$ cat config.mk
export PLATFORM = sky130hd
export DESIGN_NAME = vout_slew_pwm
export DESIGN_NICKNAME = d
export VERILOG_FILES = /design/src/rtl/vout_slew_pwm.sv
export SDC_FILE = /design/constraint.sdc
export NUM_CORES = 1
export LEC_CHECK = 0
export CORE_MARGIN = 4
export CORE_UTILIZATION = 59
export DETAILED_ROUTE_END_ITERATION = 8
export PLACE_DENSITY_LB_ADDON = 0.2
export SLEW_MARGIN = 15
export SYNTH_ARGS = -nofsm -noshare
export SYNTH_HDL_FRONTEND = slang
export SYNTH_SLANG_ARGS = --single-unit
$ cat constraint.sdc
create_clock -name clk -period 4.42 [get_ports clk]
set_input_delay 0.442 -clock clk [delete_from_list [all_inputs] [get_ports clk]]
set_output_delay 0.442 -clock clk [all_outputs]
set_load 0.1 [all_outputs]
$ cat src/rtl/vout_slew_pwm.sv
// Slew-limited PWM duty generator with soft start and filtered overvoltage trip.
// Duty is only updated on PWM period boundaries, except for forced shutdown.
module vout_slew_pwm #(
    parameter int STEP     = 4,
    parameter int OV_LIMIT = 240,
    parameter int OV_CNT   = 4,
    parameter int RETRY    = 4
) (
    input  logic       clk,
    input  logic       rst_n,
    input  logic       enable,
    input  logic [7:0] vin_req,
    output logic       pwm,
    output logic [7:0] duty,
    output logic       period_tick,
    output logic       fault,
    output logic [1:0] state
);

    localparam logic [1:0] S_IDLE  = 2'd0;
    localparam logic [1:0] S_RAMP  = 2'd1;
    localparam logic [1:0] S_RUN   = 2'd2;
    localparam logic [1:0] S_FAULT = 2'd3;

    localparam logic [7:0] STEP_U     = 8'(STEP);
    localparam logic [7:0] OV_LIMIT_U = 8'(OV_LIMIT);
    localparam logic [3:0] OV_CNT_U   = 4'(OV_CNT);
    localparam logic [7:0] RETRY_U    = 8'(RETRY);

    // Move cur toward tgt by at most STEP; the difference is taken in the
    // direction that cannot underflow, so the result never wraps.
    function automatic logic [7:0] slew_to(input logic [7:0] cur, input logic [7:0] tgt);
        logic [7:0] diff;
        if (tgt >= cur) begin
            diff = tgt - cur;
            return (diff <= STEP_U) ? tgt : cur + STEP_U;
        end else begin
            diff = cur - tgt;
            return (diff <= STEP_U) ? tgt : cur - STEP_U;
        end
    endfunction

    function automatic logic [3:0] sat_inc4(input logic [3:0] v);
        return (v == 4'hF) ? v : v + 4'd1;
    endfunction

    logic [7:0] cnt_q, cnt_d;
    logic [7:0] duty_q, duty_d;
    logic [3:0] ov_q, ov_d;
    logic [7:0] ret_q, ret_d;
    logic [1:0] state_q, state_d;

    logic       boundary;
    logic       active;
    logic       ov_hit;
    logic [3:0] ov_inc;
    logic [7:0] slew_val;
    logic       trip;

    always_comb begin
        boundary = (cnt_q == 8'hFF);
        active   = (state_q == S_RAMP) || (state_q == S_RUN);
        ov_hit   = (vin_req > OV_LIMIT_U);
        ov_inc   = sat_inc4(ov_q);
        slew_val = slew_to(duty_q, vin_req);
        trip     = active && boundary && ov_hit && (ov_inc >= OV_CNT_U);
    end

    always_ff @(posedge clk or negedge rst_n) begin
        if (!rst_n) begin
            state_q <= S_IDLE;
        end else begin
            state_q <= state_d;
        end
    end

    // Priority in the active states: trip, then shutdown, then slewing.
    always_comb begin
        state_d = state_q;
        case (state_q)
            S_IDLE: begin
                if (enable) state_d = S_RAMP;
            end
            S_RAMP, S_RUN: begin
                if (trip) begin
                    state_d = S_FAULT;
                end else if (!enable) begin
                    state_d = S_IDLE;
                end else if (boundary && (state_q == S_RAMP) && (slew_val == vin_req)) begin
                    state_d = S_RUN;
                end
            end
            S_FAULT: begin
                if (boundary && (ret_q == 8'd1)) state_d = enable ? S_RAMP : S_IDLE;
            end
            default: state_d = S_IDLE;
        endcase
    end

    always_comb begin
        cnt_d  = cnt_q + 8'd1;
        duty_d = duty_q;
        ov_d   = ov_q;
        ret_d  = ret_q;
        case (state_q)
            S_RAMP, S_RUN: begin
                if (trip) begin
                    duty_d = 8'd0;
                    ov_d   = 4'd0;
                    ret_d  = RETRY_U;
                end else if (!enable) begin
                    duty_d = 8'd0;
                    ov_d   = 4'd0;
                end else if (boundary) begin
                    duty_d = slew_val;
                    ov_d   = ov_hit ? ov_inc : 4'd0;
                end
            end
            S_FAULT: begin
                duty_d = 8'd0;
                ov_d   = 4'd0;
                if (boundary) ret_d = ret_q - 8'd1;
            end
            default: begin
                duty_d = 8'd0;
                ov_d   = 4'd0;
            end
        endcase
    end

    always_ff @(posedge clk or negedge rst_n) begin
        if (!rst_n) begin
            cnt_q  <= 8'd0;
            duty_q <= 8'd0;
            ov_q   <= 4'd0;
            ret_q  <= 8'd0;
        end else begin
            cnt_q  <= cnt_d;
            duty_q <= duty_d;
            ov_q   <= ov_d;
            ret_q  <= ret_d;
        end
    end

    // Outputs decode registers only, so inputs never reach pwm directly.
    always_comb begin
        pwm         = (cnt_q < duty_q);
        duty        = duty_q;
        period_tick = boundary;
        fault       = (state_q == S_FAULT);
        state       = state_q;
    end

endmodule

* Word-level counts from Yosys, hierarchy flattened *
Index checks and enable logic that the tools add are counted.
Widths: inputs -> output; s select.

cells by class
  add/sub/neg operators = 7
  order comparisons = 6
  equal/unequal tests = 13
  mux-type cells = 23
  reduce and logical (&&, ||, !) cells = 12

operators by type and width
  kind                 count
  $mux 8               9
  $mux 4               6
  $le 8x3->1 const B   2
  $pmux 8 s2           1
  $sub 8x8->8          2
  $mux 2               5
  $add 8x1->8 const B  1
  $add 8x3->8 const B  1
  $eq 8x1->1 const B   1
  $eq 8x8->1           1
  $eq 8x8->1 const B   1
  $ge 8x8->1           1
  $gt 8x8->1 const B   1
  $lt 8x8->1           1
  $ne 4x4->1 const B   2
  $sub 8x1->8 const B  1
  $sub 8x3->8 const B  1
  $logic_and 1x1->1    6
  $pmux 2 s3           1
  $reduce_and 3->1     2
  $add 4x1->4 const B  1
  $eq 2x2->1 const B   2
  $eq 4x4->1 const B   1
  $ge 4x3->1 const B   1
  other kinds (8)      10

storage, ports and cells
  register bits = 30
  input bits = 11
  output and inout port bits = 13
  word-level logic and storage cells = 66

* Depth between registers and ports, before layout *
  depth in word-level cells = 10
  depth in mapped cells = 14
  mapped depth without buffers = 12

* Worst setup path after synthesis *
No wires, ideal clock.

  kind = flip-flop to output port
  start = reg duty_q[2], in the netlist duty[2]
  end = out pwm
  arrival time = 3.804 ns
  required time = 3.978 ns
  setup slack = 0.174 ns
  stages on the path, launching flop included = 12
  buffers on the path = 1
  path through = dfrtp_1 clkbuf_1 inv_1 ha_1 o21a_1 o21ai_0 nand2b_1 a21oi_1 nor2b_1 o21ai_0 nand2b_1 a21oi_1

on the way
  longest elaborated chain between the ends = 1

RTL lines
  what                      RTL line  source
  start: declaration        48        logic [7:0] duty_q, duty_d;
  start signal: assignment  139       duty_q <= duty_d;
  $lt 8x8->1                147       pwm = (cnt_q < duty_q);
  end: declaration          13        output logic pwm,

Every way passes these cells.

* Worst setup path after layout *
  start = in vin_req[2]
  end = reg state_q[0], in the netlist state[0]

on the way
  longest elaborated chain between the ends = 8
  elaborated cells on any way between the ends = 17
  classes of those cells = 2 x add/sub; 4 x order compare; 2 x eq/ne; 5 x mux; 4 x reduce/logical

RTL lines
  what                               RTL line  source
  start: declaration                 12        input logic [7:0] vin_req,
  $sub 8x8->8 (on tied branches)     38, 35
  $le 8x3->1 (on tied branches)      39, 36
  $mux 8 (on tied branches)          39, 36
  $mux 8                             34        if (tgt >= cur) begin
  $eq 8x8->1                         89        end else if (boundary && (state_q == S_RAMP) && (slew_val == vin_req)) begin
  $logic_and 1x1->1                  89
  $ne 4x4->1 (no source line)        --
  $reduce_and 3->1 (no source line)  --
  end signal: assignment             73        state_q <= state_d;
  end: declaration                   51        logic [1:0] state_q, state_d;

Parallel ways exist; a longest one is shown, timed or not.
A chain may end at the register's enable or synchronous reset.

==> results.toml <==
[run_status]
status = "finished, final reports clean"

[floorplan]
num_rows = 24
die_h_um = 77.3
design.portCount = 24
core_um2 = 4500
initial_core_util_pct = 62.9
die_w_um = 77.3
dieArea_um2 = 5970

[yosys]
syn_area_per_cell_um2 = 8.41
yosys_warnings = 0
synth_top_family_by_area = "compound AO/OA/AOI/OAI gates"
synth_ff_type = "dfrtp_1"
synthCells = 337
yosys.area_share.simple_pct = 23.5
synthesis.nets = 380
ys_seq_area_share_pct = 26.5
ys_seq_elements = 30
synth_edf_count = 0
synthAdderAreaFrac_pct = 14.1
synth-compound-area-share_pct = 23.6
async_flop_share_pct = 100
synthMuxAreaShare_pct = 1.41
synthesis.area_um2 = 2830
synth_cell_type_count = 58
synth_xor_area_share_pct = 6.18

[layout]
fin_nets = 406
diodes = 0
stdcell_count = 416
area.growth.synth_to_final_pct = 13.6
final_area_um2 = 3220
drive_above_1_share_pct = 7.42

[timing]
fin_crit_ns = 4.01
rsz0062_at_grt = "no"
drv_slew = 0
fin_skew_ns = 0.00882
slew_headroom_pct = 33.1
period_share_pct = 90.7
hold_viol = 0
setup-tns-final_ns = 0
setup_viol = 0
fin_ws_ns = 0.411
fmax_ghz = 0.249
worstMarginPinSlew_ns = 1.00

[critical_path]
slowest_stage = "a211oi_1"
path_buf_inv = 2
critPathKind = "input pin to flip-flop"
critical_path.cell_chain = "clkdlybuf4s50_1, inv_1, ha_1, or2_2, o211ai_2, a41oi_1, a211oi_1, a211oi_1, nor3_1, o221ai_1, or4b_1, a21oi_1"
critical-path-top-delay-family = "compound AO/OA/AOI/OAI gates"
cp.arrival_ns = 4.23
r2r_setup_slack_ns = 0.59
cp_common_cell = "a211oi_1"
cp-end-kind = "flip-flop"
cp-start-kind = "input pin"
worst_ep_required_time_ns = 4.64
path_max_fanout = 12
critPathMaxStageDelay_ns = 0.80

[pwr]
combPwrFrac_pct = 32.2
switching_share_pct = 36.3
switchingPower_mw = 0.283
ir_worst_vdd_mv = 0.186
p_leak_nw = 1.40
powerDensity_nw_per_um2 = 243
clkPwrFrac_pct = 29.9
seqPwrFrac_pct = 37.9
internal_power_mw = 0.497

[placement]
gp_congestion = 0.970
dpl_cell_area_um2 = 3120
port_buffers = 23
dp.cells = 408
dp_hpwl_um = 5510
place_ws_ns = 0.152

[routing]
wl_per_cell_um = 16.9
post-route-drc-count = 0
ant_nets = 0
routed_wl_um = 7050
vias = 2642
viasPerCell = 6.35
drt_iter0_drc = 199
first_pass_iters = 4

[global_route]
grt_start_max_net_pins = 31
grt_antenna_before_repair = 0
overflow = 0
grt_pass1_wl_um = 12000
grt_pass1_vias = 2499
global_route.usage.total_pct = 25.0

[clocking]
hold_buffers = 0
cts_inserted_buffers = 5
post_cts_resized = 0
cts_setup_buffers = 0
tritoncts = "done"
clk_path_buf_depth = 2
clk_pin_slew_worst_paths_ns = 0.07
clockRootBuffer = "clkbuf_8"
clock_latency_ns = 0.29
htreeDepth = 2
clkSinkCount = 30

[run]
maxCapViolCount = 0

[hold_path]
hold_path.class = "flip-flop to flip-flop"
## sequential cells by signal, indices dropped and copies added (netlist names)
name and count:
ov_q 4, cnt_q 8, duty 8, state 2
ret_q 8
## stage by stage
| step | hold WS [ns] | power [mW] | utilization (%) |
|---|---|---|---|
| after global routing | 0.527 | 0.824 | 71.4 |
| after global placement | 0.485 | 0.543 | 69.3 |
| after floorplan | 0.146 | 0.475 | - |
| after CTS | 0.510 | 0.784 | 71.4 |
| after detailed placement | 0.495 | 0.549 | 69.3 |
| final | 0.510 | 0.781 | 71.4 |
## Yosys cell counts, types with 2 or more instances
cell type  instances  share of area (%)
ha_1              32                 14
dfrtp_1           30                 27
nor2_1            29                3.8
nand2_1           25                3.3
inv_1             22                2.9
nand3_1           21                3.7
a21oi_1           18                3.2
o21ai_0           17                3.0
nor3_1            13                2.3
xnor2_1           12                3.7
nand4_1            9                2.0
a211oi_1           8                2.1
xor2_1             8                2.5
nor2b_1            7                1.5
a211o_1            5                1.5
buf_2              5               0.88
o21a_1             5                1.3
clkbuf_1           4               0.53
mux2i_1            4                1.4
a21o_1             3               0.79
a221oi_1           3               0.93
a31oi_1            3               0.66
and2_1             3               0.66
nand2b_1           3               0.66
o21ai_1            3               0.53
o221ai_1           3               0.93
or2_2              3               0.66
a211oi_2           2               0.88
a21boi_0           2               0.53
a22o_1             2               0.62
a41oi_1            2               0.62
nand3b_1           2               0.53
nor4_1             2               0.44
nor4b_1            2               0.62
o211ai_1           2               0.53
## per-layer routing
metal / GRT usage [%] / routed length, um / vias up
li1: - / - / 1288
met1: 36.1 / 3420 / 1259
met2: 37.7 / 3090 / 77
met3: 4.57 / 373 / 18
met4: 7.83 / 167 / 0
met5: 0 / 0 / -
## layout by cell type, fill, tap and decap left out, drive strengths merged, types with 5 or more instances in the layout
cell type,instances
nand3,21
clkdlybuf4s50,22
xnor2,12
ha,32
a21oi,18
xor2,8
nand4,9
clkbuf,6
dfrtp,30
o21a,5
nor3,13
inv,22
a211o,5
buf,7
nand2,25
nor2b,7
nor2,29
o21ai,20
a211oi,10
## cells by family (layout without fill, tap and decap cells)
kind of cell | after synthesis | in the layout
XOR/XNOR | 20 | 20
buffers and inverters | 33 | 60
AO/OA/AOI/OAI | 90 | 90
flip-flops | 30 | 30
AND/OR/NAND/NOR | 128 | 128
adder cells (fa/ha/maj) | 32 | 32
multiplexers | 4 | 4
## power groups by stage
stage / logic, mW / clock network, mW / registers [mW]
after floorplan: 0.142 / 0 / 0.333
after global placement: 0.242 / 0 / 0.301
after detailed placement: 0.248 / 0 / 0.301
after CTS: 0.250 / 0.238 / 0.296
after global routing: 0.276 / 0.250 / 0.298
final: 0.251 / 0.233 / 0.296
## final timing paths
path,cells past startpoint,from,to
hold reg to reg,1,cnt_q[0],cnt_q[0]
setup reg to reg,11,duty[4],state[0]
min in group asynchronous,2,rst_n,duty[6]
hold / removal,1,cnt_q[0],cnt_q[0]
setup / recovery,12,vin_req[2],state[0]
max in group asynchronous,2,rst_n,duty[2]
## worst register-to-register path, stage by stage, from the launching register on
cell and delay (ns):
dfrtp_1 0.59, inv_1 0.21, ha_1 0.30, or3_1 0.40, a211oi_2 0.25, o221ai_2 0.17
nor4b_4 0.53, a211oi_1 0.12, nor3_1 0.36, o221ai_1 0.21, or4b_1 0.50, a21oi_1 0.13
## layout make-up
class,count,area [um2]
inverter,23,86.3
fill,360,1290
multi-input combinational,274,1950
timing repair buffer,29,273
clock inverter,2,12.5
clock buffer,6,82.6
sequential,30,751
tap,52,65.1
Note: power is estimated with default switching activity, not from simulation.
==> RTL edit (same settings) <==
Register the output `pwm`; this adds one clock of latency there. The other outputs are not delayed to match.
--- a/src/rtl/vout_slew_pwm.sv
+++ b/src/rtl/vout_slew_pwm.sv
@@ -27,4 +27,6 @@
     localparam logic [3:0] OV_CNT_U   = 4'(OV_CNT);
     localparam logic [7:0] RETRY_U    = 8'(RETRY);
+
+    logic pwm_d;
 
     // Move cur toward tgt by at most STEP; the difference is taken in the
@@ -145,5 +147,5 @@
     // Outputs decode registers only, so inputs never reach pwm directly.
     always_comb begin
-        pwm         = (cnt_q < duty_q);
+        pwm_d       = (cnt_q < duty_q);
         duty        = duty_q;
         period_tick = boundary;
@@ -152,4 +154,8 @@
     end
 
+    always_ff @(posedge clk) begin
+        pwm <= pwm_d;
+    end
+
 endmodule
 
Formal check against the unedited RTL: same outputs for any inputs over 10 cycles, from zero or initial values and one cycle with rst_n low; that may be too few to reach the edited logic, so the function may still have changed.
==> RTL edit against the unedited design <==
  * Sequential cell count increased by 1
  * Global-route usage decreased by 0.89 points
  * Clock power is 8% lower
  * Power decreased by 2.1%
  * Fmax shrank 0.27%
  * Area after synthesis rose by 0.71%
  * Worst setup slack worse by 11 ps
  * Wire length down 3.7%
  * Cell count rose by 1.4%
  * Final area grew 1.2%
  * Clock skew decreased by 1.5 ps
  * Register-to-register slack lost 70 ps
==> RTL edit: results (changes against the unedited design) <==
worst vdd ir 0.208 mV (was 0.186 mV); final WL 6790 um (was 7050 um); slew margin rel. 0.353 (was 0.331); first-pass GRT wire length 11800 um (was 12000 um); drt initial violations 258 (was 199); R2R Setup Slk 520 ps (was 590 ps); drc violations 0 (unchanged); WL/cell 16.1 um (was 16.9 um); GRT Total Usage 0.241 (was 0.250); worst path arrival time 4220 ps (was 4230 ps); status finished clean (unchanged); register area share after synthesis 0.270 (was 0.265); crit-path max FO 10 (was 12); initial antenna violation count 0 (unchanged); Post-DP Area 3170 um^2 (was 3120 um^2); CTS root buffer clkbuf_8 (unchanged); Min-Delay Path Class reg -> reg (unchanged); post-synthesis net count 381 (was 380); top post-synthesis cells by count ha_1, dfrtp_1, nor2_1, nand2_1, inv_1 (unchanged); Setup Fix Bufs, Post-CTS 0 (unchanged); Switch Pwr 0.272 mW (was 0.283 mW); predominant post-synthesis flop cell dfrtp_1 (unchanged); area fraction in compound gates after synthesis 0.234 (was 0.236); Place WS 158 ps (was 152 ps); post-synthesis xor/xnor area fraction 0.0614 (was 0.0618); hpwl dp 5390 um (was 5510 um); r2r startpoint duty[4] (unchanged); vias per inst 6.20 (was 6.35); GPL Wtd Cong 0.956 (was 0.970); Critical path origin vin_req[3] (was vin_req[2]); Synth Area in Adders 0.140 (was 0.141); combinational power share 0.319 (was 0.322); vias in the first global route 2529 (was 2499); clk pwr 0.214 mW (was 0.233 mW); total core area 4690 um^2 (was 4500 um^2); worst-case clock skew 7.32 ps (was 8.82 ps); average size of a mapped cell 8.44 um^2 (was 8.41 um^2); Clock Latency Late Sink 280 ps; mapped cell area 2850 um^2 (was 2830 um^2); Final nets 410 (was 406); Max stage delay cell, worst path clkdlybuf4s50_1 (was a211oi_1); worst reg2reg path depth 11 (unchanged); ranking of synthesized cells by area dfrtp_1, ha_1, nor2_1 (unchanged); yosys warns 0 (unchanged); Slowest Stage Delay on Critical Path 600 ps (was 800 ps); placed cells 414 (was 408); Fmax 249 MHz (about the same); Pre-antenna DRT Iters 4 (unchanged); cts bufs inserted 5 (unchanged); share of layout cells above drive strength 1 0.0761 (was 0.0742); Synth async-reset ratio 0.968 (was 1.00); Yosys cell types 59 (was 58); Crit path max-delay family compound AO/OA/AOI/OAI gates (unchanged); mux contribution to synthesized area 0.0140 (was 0.0141); clock power share 0.280 (was 0.299); Pleak 1.41 nW (was 1.40 nW); Max H-tree Level 2 (unchanged)
RTL edit: cell types whose count changed after synthesis:
cell	delta
dfxtp_1	+1
RTL edit: area by class of cell:
class | instances | area [um^2]
multi-input cells | 274 | 1950
fillers | 373 | 1440
flip-flops and latches | 31 | 771
repair buffers | 32 | 298
inverters | 23 | 86.3
clock buffers | 6 | 72.6
well taps | 54 | 67.6
clock inverters | 2 | 12.5
RTL edit: worst min-delay path by stage:
stage              from  endpoint  slack, ps
2_1_floorplan     rst_n  cnt_q[0]        150
3_3_place_gp   cnt_q[0]  cnt_q[0]        480
3_5_place_dp   cnt_q[0]  cnt_q[0]        500
4_1_cts        cnt_q[0]  cnt_q[0]        510
5_1_grt        cnt_q[4]  cnt_q[4]        530
6_report       cnt_q[0]  cnt_q[0]        500
RTL edit: routing by layer:
metal	share of wire	wire length, um	global-route usage
met4	0.016	112	0.0783
met1	0.46	3110	0.331
met5	0	0	0
met3	0.051	348	0.0383
met2	0.47	3220	0.387
